File: config.mk
export PLATFORM = sky130hd
export DESIGN_NAME = seg7_scan_driver
export DESIGN_NICKNAME = d
export VERILOG_FILES = /design/src/rtl/seg7_pkg.sv /design/src/rtl/seg7_decode.sv /design/src/rtl/seg7_scan_driver.sv
export SDC_FILE = /design/constraint.sdc
export NUM_CORES = 1
export LEC_CHECK = 0
export BUFFER_PORTS_ARGS = -buffer_cell sky130_fd_sc_hd__clkbuf_2
export CAP_MARGIN = 20
export CORE_UTILIZATION = 50
export DETAILED_ROUTE_END_ITERATION = 7
export PLACE_DENSITY = 0.74
export SKIP_LAST_GASP = 1
export SLEW_MARGIN = 30
export SYNTH_ARGS = -nofsm -noshare
export SYNTH_HDL_FRONTEND = slang
export SYNTH_HIERARCHICAL = 1
export SYNTH_SLANG_ARGS = --single-unit
File: constraint.sdc
create_clock -name clk -period 2.5 [get_ports clk]
set_clock_uncertainty 0.15 [all_clocks]
set_input_delay 0.125 -clock clk [delete_from_list [all_inputs] [get_ports clk]]
set_output_delay 0.125 -clock clk [all_outputs]
set_load 0.05 [all_outputs]
File: src/rtl/seg7_pkg.sv
// Shared constants for the multiplexed 7-segment scanner.
// Segment bit order is {dp,g,f,e,d,c,b,a}, so bit 0 is segment a.
package seg7_pkg;

  localparam int SEG_DP_BIT = 7;

  localparam logic [7:0] SEG_0     = 8'h3F;
  localparam logic [7:0] SEG_1     = 8'h06;
  localparam logic [7:0] SEG_2     = 8'h5B;
  localparam logic [7:0] SEG_3     = 8'h4F;
  localparam logic [7:0] SEG_4     = 8'h66;
  localparam logic [7:0] SEG_5     = 8'h6D;
  localparam logic [7:0] SEG_6     = 8'h7D;
  localparam logic [7:0] SEG_7     = 8'h07;
  localparam logic [7:0] SEG_8     = 8'h7F;
  localparam logic [7:0] SEG_9     = 8'h6F;
  localparam logic [7:0] SEG_BLANK = 8'h00;

  // Number of lit cycles per digit slot for a given dim setting.
  // Large dim values bottom out at a single lit cycle.
  function automatic int slotOnWidth(input int prescale, input int dimVal);
    int w;
    w = prescale >> dimVal;
    return (w < 1) ? 1 : w;
  endfunction

endpackage

File: src/rtl/seg7_decode.sv
// BCD to 7-segment pattern decoder; non-decimal nibbles decode to blank.
module seg7_decode
  import seg7_pkg::*;
(
  input  logic [3:0] bcd_i,
  input  logic       dp_i,
  output logic [7:0] pattern_o
);

  // Look up the segment pattern and overlay the decimal point.
  always_comb begin
    pattern_o = SEG_BLANK;
    case (bcd_i)
      4'd0:    pattern_o = SEG_0;
      4'd1:    pattern_o = SEG_1;
      4'd2:    pattern_o = SEG_2;
      4'd3:    pattern_o = SEG_3;
      4'd4:    pattern_o = SEG_4;
      4'd5:    pattern_o = SEG_5;
      4'd6:    pattern_o = SEG_6;
      4'd7:    pattern_o = SEG_7;
      4'd8:    pattern_o = SEG_8;
      4'd9:    pattern_o = SEG_9;
      default: pattern_o = SEG_BLANK;
    endcase
    pattern_o[SEG_DP_BIT] = dp_i;
  end

endmodule

File: src/rtl/seg7_scan_driver.sv
// Multiplexed NUM_DIGITS 7-segment driver with double-buffered updates,
// leading-zero blanking, run-time polarity and PWM dimming.
module seg7_scan_driver
  import seg7_pkg::*;
#(
  parameter int NUM_DIGITS = 2,
  parameter int PRESCALE   = 1024,
  parameter int DIM_BITS   = 2
) (
  input  logic                    clk,
  input  logic                    rst_n,
  input  logic                    ena,
  input  logic [4*NUM_DIGITS-1:0] bcd_in,
  input  logic [NUM_DIGITS-1:0]   dp_in,
  input  logic                    load,
  input  logic                    seg_pol,
  input  logic                    com_pol,
  input  logic                    blank_lz,
  input  logic [DIM_BITS-1:0]     dim,
  output logic [7:0]              seg_out,
  output logic [NUM_DIGITS-1:0]   com_out,
  output logic [NUM_DIGITS-1:0]   com_oe,
  output logic                    pending,
  output logic                    frame_start
);

  localparam int PW = $clog2(PRESCALE);
  localparam int IW = (NUM_DIGITS > 1) ? $clog2(NUM_DIGITS) : 1;
  localparam int BW = 4 * NUM_DIGITS;

  logic [PW-1:0]         prescCnt_q, prescCnt_d;
  logic [IW-1:0]         digitIdx_q, digitIdx_d;
  logic                  frameStart_q, frameStart_d;
  logic [BW-1:0]         pendBcd_q, pendBcd_d;
  logic [NUM_DIGITS-1:0] pendDp_q, pendDp_d;
  logic [BW-1:0]         dispBcd_q, dispBcd_d;
  logic [NUM_DIGITS-1:0] dispDp_q, dispDp_d;
  logic                  pending_q, pending_d;
  logic [NUM_DIGITS-1:0] comOe_q;
  logic [NUM_DIGITS-1:0] litCom_q, litCom_d;
  logic [7:0]            litSeg_q, litSeg_d;

  logic [NUM_DIGITS-1:0] lzMask;
  logic                  allZeroAbove;
  logic [3:0]            curBcd;
  logic                  curDp;
  logic                  curBlank;
  logic [7:0]            decPattern;
  logic [PW:0]           slotWidth;

  // Advance the slot prescaler and digit index; flag the frame wrap so
  // frame_start is high while the counters sit at the start of digit 0.
  always_comb begin
    prescCnt_d   = prescCnt_q;
    digitIdx_d   = digitIdx_q;
    frameStart_d = 1'b0;
    if (ena) begin
      prescCnt_d = prescCnt_q + PW'(1);
      if (prescCnt_q == PW'(PRESCALE - 1)) begin
        if (digitIdx_q == IW'(NUM_DIGITS - 1)) begin
          digitIdx_d   = '0;
          frameStart_d = 1'b1;
        end else begin
          digitIdx_d = digitIdx_q + IW'(1);
        end
      end
    end
  end

  // Double buffering: loads land in the pending buffer and are promoted at
  // the frame boundary; a load on the boundary itself bypasses straight in.
  always_comb begin
    pendBcd_d = pendBcd_q;
    pendDp_d  = pendDp_q;
    dispBcd_d = dispBcd_q;
    dispDp_d  = dispDp_q;
    pending_d = pending_q;
    if (frameStart_q) begin
      if (load) begin
        dispBcd_d = bcd_in;
        dispDp_d  = dp_in;
      end else if (pending_q) begin
        dispBcd_d = pendBcd_q;
        dispDp_d  = pendDp_q;
      end
      pending_d = 1'b0;
    end else if (load) begin
      pendBcd_d = bcd_in;
      pendDp_d  = dp_in;
      pending_d = 1'b1;
    end
  end

  // Build the leading-zero mask from the top digit down and pick out the
  // active digit; uses the next display value so a frame swap shows at once.
  always_comb begin
    allZeroAbove = 1'b1;
    lzMask       = '0;
    curBcd       = '0;
    curDp        = 1'b0;
    curBlank     = 1'b0;
    for (int i = NUM_DIGITS - 1; i >= 0; i--) begin
      allZeroAbove = allZeroAbove & (dispBcd_d[4*i +: 4] == 4'd0);
      lzMask[i]    = blank_lz & allZeroAbove & (i != 0);
    end
    for (int i = 0; i < NUM_DIGITS; i++) begin
      if (digitIdx_q == IW'(i)) begin
        curBcd   = dispBcd_d[4*i +: 4];
        curDp    = dispDp_d[i];
        curBlank = lzMask[i];
      end
    end
  end

  seg7_decode u_decode (
    .bcd_i     (curBcd),
    .dp_i      (curDp),
    .pattern_o (decPattern)
  );

  // Light one common for the dimmed part of the slot; segments are driven
  // only while that common is lit to avoid ghosting into neighbours.
  always_comb begin
    litCom_d  = '0;
    litSeg_d  = '0;
    slotWidth = (PW+1)'(slotOnWidth(PRESCALE, int'(dim)));
    if (ena && ({1'b0, prescCnt_q} < slotWidth)) begin
      for (int i = 0; i < NUM_DIGITS; i++) begin
        if (digitIdx_q == IW'(i)) begin
          litCom_d[i] = 1'b1;
        end
      end
      litSeg_d = curBlank ? {decPattern[SEG_DP_BIT], 7'b0} : decPattern;
    end
  end

  // State registers with synchronous active-low reset.
  always_ff @(posedge clk) begin
    if (!rst_n) begin
      prescCnt_q   <= '0;
      digitIdx_q   <= '0;
      frameStart_q <= 1'b0;
      pendBcd_q    <= '0;
      pendDp_q     <= '0;
      dispBcd_q    <= '0;
      dispDp_q     <= '0;
      pending_q    <= 1'b0;
      comOe_q      <= '0;
      litCom_q     <= '0;
      litSeg_q     <= '0;
    end else begin
      prescCnt_q   <= prescCnt_d;
      digitIdx_q   <= digitIdx_d;
      frameStart_q <= frameStart_d;
      pendBcd_q    <= pendBcd_d;
      pendDp_q     <= pendDp_d;
      dispBcd_q    <= dispBcd_d;
      dispDp_q     <= dispDp_d;
      pending_q    <= pending_d;
      comOe_q      <= '1;
      litCom_q     <= litCom_d;
      litSeg_q     <= litSeg_d;
    end
  end

  assign seg_out     = litSeg_q ^ {8{~seg_pol}};
  assign com_out     = litCom_q ^ {NUM_DIGITS{~com_pol}};
  assign com_oe      = comOe_q;
  assign pending     = pending_q;
  assign frame_start = frameStart_q;

endmodule
==> metrics.md, run 1 <==
| Metric | Value |
|---|---|
| Die area | `4560 um2` |
| Slew Limit Headroom | `0.519` |
| Number of synthesized flops with an enable pin | `0` |
| Detailed placement HPWL | `3160 um` |
| Fmax | `0.433 GHz` |
| Num rows | `23` |
| Cell variety after synth | `44` |
| CTS sink count | `44` |
| Cells after synthesis | `245` |
| Critical Path Fanout Max | `12` |
| Die X | `67.5 um` |
| Worst-Skew Late Latency | `290 ps` |
| Clock Tree Root | `clkbuf_8` |
| Post-Place Setup Slack | `125 ps` |
| Grt total ovfl | `0` |
| Post-Syn Area | `2150 um2` |
| Routability cong. | `0.872` |
| Max-slew violation count | `0` |
| Final nets | `318` |
| Core Region | `4060 um2` |
| Post-synthesis sequential area ratio | `0.410` |
| PortBufs | `32` |
| RSZ-0062 raised after global routing | `false` |
| Setup_tns | `0 ps` |
| Fin crit period | `2310 ps` |
| Hold Path Class | `in2reg` |
| Slowest Stage Delay on Critical Path | `460 ps` |
| CP Capture Type | `flip-flop` |
| First-pass GRT wire length | `7270 um` |
| Max capacitance violation total | `0` |
| Status | `completed` |
| Starting DRC count in detailed routing | `127` |
| Layout Utilization | `0.627` |
| Leak | `1.01 nW` |
| Pin count of the biggest net entering global routing | `29` |
| Top FF cell, synth | `dfxtp_1` |
| Vias in the first global route | `1670` |
| CTS Buf Count | `5` |
| Ports | `33` |
| Ys Warns | `6` |
| Worst setup SP type | `flip-flop` |
| Slew at the pin with the worst max-slew slack | `719 ps` |
| WP data arrival | `2330 ps` |
| Slowest CP cell | `dfxtp_2` |
| VDD IR-drop max | `0.385 mV` |
| Die height | `67.5 um` |
| TritonRoute pass-1 iters | `6` |
| Synthesis-stage register bit count | `44` |
| Final hold viol count | `0` |
| Post-route DRC violation count | `0` |
| Gr usage total | `0.212` |
| Routed len/inst | `13.2 um` |
| Vias/cell | `5.37` |
| H-tree Lvls | `2` |
| Layout cell share with drive strength beyond 1 | `0.218` |
| Total power | `0.00135 W` |
| Worst EP required | `2520 ps` |
| P per Cell Area | `529 nW/um2` |
| Clk buf depth | `2` |
| Initial antenna violation count | `0` |
| Final wirelength | `4490 um` |
| CTS tree | `built` |
| Crit-path cells | `or2_4, o32a_1, o221ai_1, a21oi_1, inv_1, ha_1, a21oi_2, o22ai_2, nor3b_2` |
| ANT cells | `0` |
| Initial Util | `0.529` |
| Avg Synthesized Cell Area | `8.76 um2` |
| Final Cycle Share | `0.923` |
| Endpoints failing setup | `0` |
| # fillers | `345` |
| CTS clk-pin slew, worst paths | `80 ps` |
| Multi-input gate area | `1170 um2` |
| WHS Path Cells | `3` |
| Hold_ws | `42.1 ps` |
| Worst Setup Path Type | `reg2reg` |
| R2r setup slk | `190 ps` |
| Worst Reg-to-Reg Cells | `9` |
| Syn_nets | `274` |
| Post-route ant nets | `0` |
| Layout area overhead | `18.5%` |
| Setup slack after layout | `192 ps` |
| Storage cell area | `886 um2` |
| Share of flip-flops with an asynchronous set or reset | `0` |
| DR vias | `1822` |
## path summary, 6_finish.rpt
path                                  start             to
worst max-delay path                pending    litSeg_q[5]
worst max register to register      pending    litSeg_q[5]
worst min-delay path                    ena  prescCnt_q[0]
worst min register to register  pendDp_q[1]    pendDp_q[1]
## where the power goes
part,switching [W],total (W),internal (W)
registers,0.0000147,0.000735,0.000721
clock network,0.000223,0.000413,0.000190
logic,0.000127,0.000197,0.0000696
total,0.000365,0.00135,0.000981
## registers in the layout (all words and copies together), names as in the netlist
register,flops
com_oe,1
digitIdx_q,1
dispBcd_q,8
dispDp_q,2
frame_start,1
litCom_q,2
litSeg_q,8
pendBcd_q,8
pendDp_q,2
pending,1
prescCnt_q,10
## cells in the mapped netlist (all sizes together), types with 7 or more instances
master	count	area, um2
ha	10	125
o22ai	13	93.8
xnor2	15	131
dfxtp	44	881
nor2	27	101
buf	8	55.1
inv	11	41.3
nor3b	7	87.6
nand2	33	134
a21oi	23	119
o21ai	9	48.8
## metrics by stage
step                instance area, um2  instances
detailed placement                2320        318
CTS                               2510        336
finish                            2540        339
floorplan                         2150        245
global route                      2540        339
global placement                  2320        318
## cell usage in the layout, fill, tap and decap left out, types with 3 or more instances in the layout
cell	n
buf_4	5
xor2_1	4
o21ai_0	5
o21ai_1	3
clkbuf_2	32
inv_1	9
nand4_1	4
dfxtp_1	42
a21oi_1	21
xnor2_1	15
ha_1	10
dlygate4sd3_1	11
nor3b_2	7
or3_1	3
and2_1	4
o22ai_1	11
nor2_1	27
clkbuf_8	5
o221ai_1	4
nand2_1	31
## critical path: cells and delay by family (launching register included)
| family | cells | cell delay (ps) |
|---|---|---|
| buffers and inverters | 1 | 150 |
| AO/OA/AOI/OAI | 5 | 820 |
| AND/OR/NAND/NOR | 2 | 350 |
| adder cells (fa/ha/maj) | 1 | 250 |
| flip-flops | 1 | 460 |
## cell type report
type                       count  share of cell area
clock inverter                 1             0.00197
multi-input combinational    178               0.458
inverter                      12              0.0177
timing repair buffer          48               0.121
tap                           50              0.0246
clock buffer                   6              0.0285
sequential                    44               0.348
## kinds of logic after synthesis
kind of cell	Yosys count	share of synthesized area
buffers and inverters	23	0.0519
AOI/OAI and AO/OA	56	0.167
xor gates and xnor gates	19	0.0775
DFF	44	0.410
adders and majority gates	10	0.0583
and+or+nand+nor	92	0.231
muxes	1	0.00466
## repair_timing
| item | in CTS | in global routing |
|---|---|---|
| setup buffers | 0 | 3 |
| hold buffers | 11 | 0 |
| endpoints found under the hold margin | 11 | 0 |
| setup endpoints to repair | 0 | 5 |
| gates resized for setup | 0 | 2 |
## metal layers
layer,track usage,up-vias,routed length (um)
met1,0.251,845,1980
li1,-,929,-
met4,0.0638,0,62
met2,0.379,41,2280
met5,0,-,0
met3,0.0456,7,156
Note: power is estimated with default switching activity, not from simulation.
==> run 2: changes to the inputs <==
Settings changed: REMOVE_ABC_BUFFERS from default to 1.
==> metrics.md, run 2 (synthesized netlist as in run 1, its figures left out) <==
| Metric | Value |
|---|---|
| Ports | `33` |
| Status | `completed` |
| VDD IR-drop max | `0.317 mV` |
| Worst setup path startpoint | `frame_start` |
| Detailed placement HPWL | `3050 um` |
| WP data arrival | `2290 ps` |
| Final wirelength | `4320 um` |
| Internal power | `0.00102 W` |
| M1 WL | `2030 um` |
| PortBufs | `32` |
| Final nets | `318` |
| Setup Buffers After CTS | `0` |
| Fmax | `0.441 GHz` |
| Routability cong. | `0.885` |
| Final hold viol count | `0` |
| Total power | `0.00139 W` |
| Die X | `67.5 um` |
| Worst EP required | `2520 ps` |
| Num rows | `23` |
| Max reg flops | `10` |
| Pin count of the biggest net entering global routing | `29` |
| Post-route DRC violation count | `0` |
| Fin crit period | `2270 ps` |
| Initial antenna violation count | `0` |
| RSZ-0062 raised after global routing | `false` |
| Top reg by flops | `prescCnt_q` |
| DR vias | `1792` |
| CTS Buf Count | `5` |
| Setup_tns | `0 ps` |
| Layout Utilization | `0.628` |
| Starting DRC count in detailed routing | `166` |
| ANT cells | `0` |
| Routed len/inst | `12.7 um` |
| Clock power share | `0.327` |
| Commonest non-fill, non-tap cell in the layout | `dfxtp_1` |
| Core Region | `4060 um2` |
| CTS sink count | `44` |
| Crit Reg-Reg Startpoint | `frame_start` |
| First-pass GRT wire length | `7270 um` |
| Reg power frac | `0.528` |
| Met3 wire len | `189 um` |
| Post-route ant nets | `0` |
| Grt total ovfl | `0` |
| Gr usage total | `0.214` |
| Worst Setup Path Type | `reg2reg` |
| Slew Limit Headroom | `0.518` |
| Switching part of the total | `0.267` |
| Critical Path Fanout Max | `12` |
| Most frequent cells in the layout | `43 x dfxtp_1, 32 x clkbuf_2, 31 x nand2_1, 27 x nor2_1, 21 x a21oi_1` |
| Clk buf depth | `2` |
| Layout cell share with drive strength beyond 1 | `0.214` |
| Worst-Skew Late Latency | `300 ps` |
| Min-Delay Startpoint | `ena` |
| Vias/cell | `5.27` |
| CP Capture Type | `flip-flop` |
| Placed cell area | `2340 um2` |
| Highest routed metal layer | `met4` |
| CTS tree | `built` |
| Die area | `4560 um2` |
| TritonRoute pass-1 iters | `4` |
| Worst setup SP type | `flip-flop` |
| Initial Util | `0.529` |
| CTS clk-pin slew, worst paths | `80 ps` |
| Endpoints failing setup | `0` |
| Max-slew violation count | `0` |
| H-tree Lvls | `2` |
| Slew at the pin with the worst max-slew slack | `721 ps` |
| Vias in the first global route | `1670` |
| Leak | `1.01 nW` |
| Sw power | `0.000372 W` |
| P per Cell Area | `546 nW/um2` |
| Final Cycle Share | `0.906` |
| Layout Cell Area excl Fill | `2550 um2` |
| Die height | `67.5 um` |
| Logic pwr share | `0.145` |
| Layout area overhead | `18.6%` |
| Hold Path Class | `in2reg` |
| Max capacitance violation total | `0` |
| Clock Tree Root | `clkbuf_8` |
| DR WL met2 | `2030 um` |
## run 2: cell type report
class	instances	area [um2]
Timing Repair Buffer	48	308
Sequential cell	44	882
Tap cell	50	62.6
Fill cell	360	1510
Clock buffer	8	90.1
Multi-Input combinational cell	178	1160
Inverter	12	45.0
## run 2: critical path, stage by stage, from the launching register on
cell and delay, ps:
dfxtp_2 390, buf_4 180, nand2_4 120, o22ai_2 100, or3_1 390, a21oi_1 160
buf_4 160, inv_1 90, nand2_1 150, o22ai_1 90, nor3b_2 170
## run 2: path summary, 6_finish.rpt
path	to	slack [ps]	cells past startpoint
setup reg to reg	litSeg_q[6]	230	10
hold reg to reg	pendBcd_q[1]	310	2
hold / removal	prescCnt_q[1]	40	3
setup / recovery	litSeg_q[6]	230	10
## run 2: per-stage QoR
stage | worst slack, ps | hold WS (ps) | cells
final | 234 | 37.5 | 340
after global routing | 2.67 | 69.2 | 340
after CTS | 88.9 | 36.1 | 340
after detailed placement | 108 | 227 | 321
after global placement | 164 | 218 | 321
after floorplan | -315 | 2.72 | 234
## run 2: power groups by stage
stage               combinational, W  sequential, W  clock [W]
floorplan                   0.000120       0.000759          0
global placement            0.000187       0.000751          0
detailed placement          0.000189       0.000751          0
CTS                         0.000203       0.000735   0.000466
global route                0.000220       0.000738   0.000499
finish                      0.000202       0.000735   0.000454
## run 2: repair_timing
item,4_1_cts,5_1_grt
hold buffers,11,0
setup endpoints to repair,0,7
endpoints found under the hold margin,11,0
resized for setup,0,2
## run 2: per-layer routing
metal  up-vias  global-route usage
met5         -                   0
met4         0              0.0691
met3         8              0.0557
met2        37               0.358
met1       819               0.265
li1        928                   -
==> run 3: changes to the inputs <==
==> constraint.sdc (replaced) <==
create_clock -name clk -period 2.5 [get_ports clk]
set_clock_uncertainty 0.15 [all_clocks]
set_input_delay 0.25 -clock clk [delete_from_list [all_inputs] [get_ports clk]]
set_output_delay 0.25 -clock clk [all_outputs]
set_load 0.05 [all_outputs]
==> metrics.md, run 3 (synthesized netlist as in run 1, its figures left out) <==
| Metric | Value |
|---|---|
| Core Region | `4060 um2` |
| Setup slack after layout | `227 ps` |
| Crit-path cells | `buf_4, nand2_4, o22ai_2, or3_1, a21oi_1, buf_4, inv_1, nand2_1, o22ai_1, nor3b_2` |
| H-tree Lvls | `2` |
| Post-route DRC violation count | `0` |
| P per Cell Area | `565 nW/um2` |
| Ports | `33` |
| Detailed placement HPWL | `3050 um` |
| Max reg flops | `10` |
| Max capacitance violation total | `0` |
| Fin crit period | `2270 ps` |
| Final Cycle Share | `0.909` |
| Grt total ovfl | `0` |
| First-pass GRT wire length | `7110 um` |
| Crit Reg-Reg Startpoint | `frame_start` |
| Reg power frac | `0.534` |
| Gr usage total | `0.211` |
| Worst-Skew Late Latency | `290 ps` |
| Die height | `67.5 um` |
| Final hold viol count | `0` |
| CP top delay family | `simple AND/OR/NAND/NOR gates` |
| CTS Buf Count | `5` |
| Worst EP required | `2520 ps` |
| Fmax | `0.440 GHz` |
| Highest routed metal layer | `met4` |
| Clock Tree Root | `clkbuf_8` |
| Post-route ant nets | `0` |
| R2r endpoint | `litSeg_q[6]` |
| Slew Limit Headroom | `0.517` |
| Vias/cell | `5.32` |
| Commonest non-fill, non-tap cell in the layout | `dfxtp_1` |
| R2r setup slk | `230 ps` |
| Die X | `67.5 um` |
| Slowest CP cell | `dfxtp_2` |
| Vias in the first global route | `1605` |
| Most frequent cells in the layout | `43 x dfxtp_1, 32 x clkbuf_2, 31 x nand2_1, 27 x nor2_1, 21 x a21oi_1` |
| Post-Place Setup Slack | `108 ps` |
| Internal power | `0.00101 W` |
| Storage cell area | `882 um2` |
| Routed len/inst | `12.8 um` |
| Final wirelength | `4230 um` |
| Num rows | `23` |
| Layout area overhead | `13.5%` |
| Max-slew violation count | `0` |
| CTS clk-pin slew, worst paths | `80 ps` |
| Met3 wire len | `278 um` |
| Worst setup SP type | `flip-flop` |
| ANT cells | `0` |
| Sw power | `0.000368 W` |
| RSZ-0062 raised after global routing | `false` |
| Worst Reg-to-Reg Cells | `10` |
| Layout Utilization | `0.600` |
| Critical Path Fanout Max | `12` |
| Worst path buffer plus inverter count | `3` |
| Logic pwr share | `0.137` |
| Initial Util | `0.529` |
| PortBufs | `32` |
| VDD IR-drop max | `0.320 mV` |
| Final nets | `307` |
| # fillers | `367` |
| Multi-input gate area | `1160 um2` |
| Slowest Stage Delay on Critical Path | `390 ps` |
| Die area | `4560 um2` |
| CTS tree | `built` |
| Levels on crit path | `10` |
| Most Frequent Cell on Critical Path | `buf_4` |
| Layout cell share with drive strength beyond 1 | `0.222` |
| Initial antenna violation count | `0` |
| CP Capture Point | `litSeg_q[6]` |
| Worst Setup Path Type | `reg2reg` |
| Switching part of the total | `0.267` |
| Pin count of the biggest net entering global routing | `29` |
| CP Capture Type | `flip-flop` |
| Top reg by flops | `prescCnt_q` |
| Starting DRC count in detailed routing | `153` |
| Clock power share | `0.329` |
| WP data arrival | `2290 ps` |
| Clk buf depth | `2` |
| DR WL met2 | `1920 um` |
| Total power | `0.00138 W` |
| Setup_tns | `0 ps` |
| Leak | `0.965 nW` |
| DR vias | `1751` |
| Hold Path Class | `in2reg` |
| TritonRoute pass-1 iters | `4` |
| Endpoints failing setup | `0` |
| Routability cong. | `0.885` |
| Slew at the pin with the worst max-slew slack | `721 ps` |
| M1 WL | `1940 um` |
| Worst setup path startpoint | `frame_start` |
| CTS sink count | `44` |
| Status | `completed` |
## run 3: changes by cell type in the layout (fill, tap and decap cells not counted)
cell,change
dlygate4sd3_1,-11
## run 3: worst min-delay path by stage
| stage | from | to | slack (ps) | cells after the start |
|---|---|---|---|---|
| 2_1_floorplan | rst_n | com_oe[0] | 130 | 0 |
| 3_3_place_gp | pendDp_q[1] | pendDp_q[1] | 290 | 2 |
| 3_5_place_dp | pendBcd_q[1] | pendBcd_q[1] | 300 | 2 |
| 4_1_cts | bcd_in[6] | pendBcd_q[6] | 30 | 3 |
| 5_1_grt | bcd_in[6] | pendBcd_q[6] | 40 | 3 |
| 6_report | bcd_in[1] | pendBcd_q[1] | 40 | 3 |
## run 3: metal layers
| layer | vias up | GRT usage |
|---|---|---|
| met1 | 792 | 0.270 |
| met4 | 0 | 0.0691 |
| li1 | 906 | - |
| met2 | 43 | 0.337 |
| met3 | 10 | 0.0591 |
| met5 | - | 0 |
## run 3: power groups by stage
stage / clock (W) / combinational (W) / sequential, W
finish: 0.000453 / 0.000188 / 0.000735
detailed placement: 0 / 0.000189 / 0.000751
global route: 0.000500 / 0.000205 / 0.000738
CTS: 0.000466 / 0.000189 / 0.000735
global placement: 0 / 0.000187 / 0.000751
floorplan: 0 / 0.000120 / 0.000759
## run 3: cell type report
class	instances	area share
tap	50	0.0257
inverter	12	0.0185
multi-input combinational	178	0.476
timing repair buffer	37	0.0812
clock buffer	8	0.0370
sequential	44	0.362
## run 3: stage by stage
step                cell area (um2)  hold WS, ps  instances
floorplan                      2080          128        234
global placement               2340          295        321
detailed placement             2340          300        321
CTS                            2430         31.9        329
global route                   2440         37.5        329
finish                         2440         36.2        329
## run 3: repair_timing
item | 4_1_cts | 5_1_grt
hold buffers | 0 | 0
resized for setup | 0 | 2
buffers inserted | 0 | 0
setup endpoints to repair | 0 | 7
## run 3: worst min-delay path, stage by stage
cell	delay, ps
clkbuf_2	90
nand2_1	50
a21oi_1	50
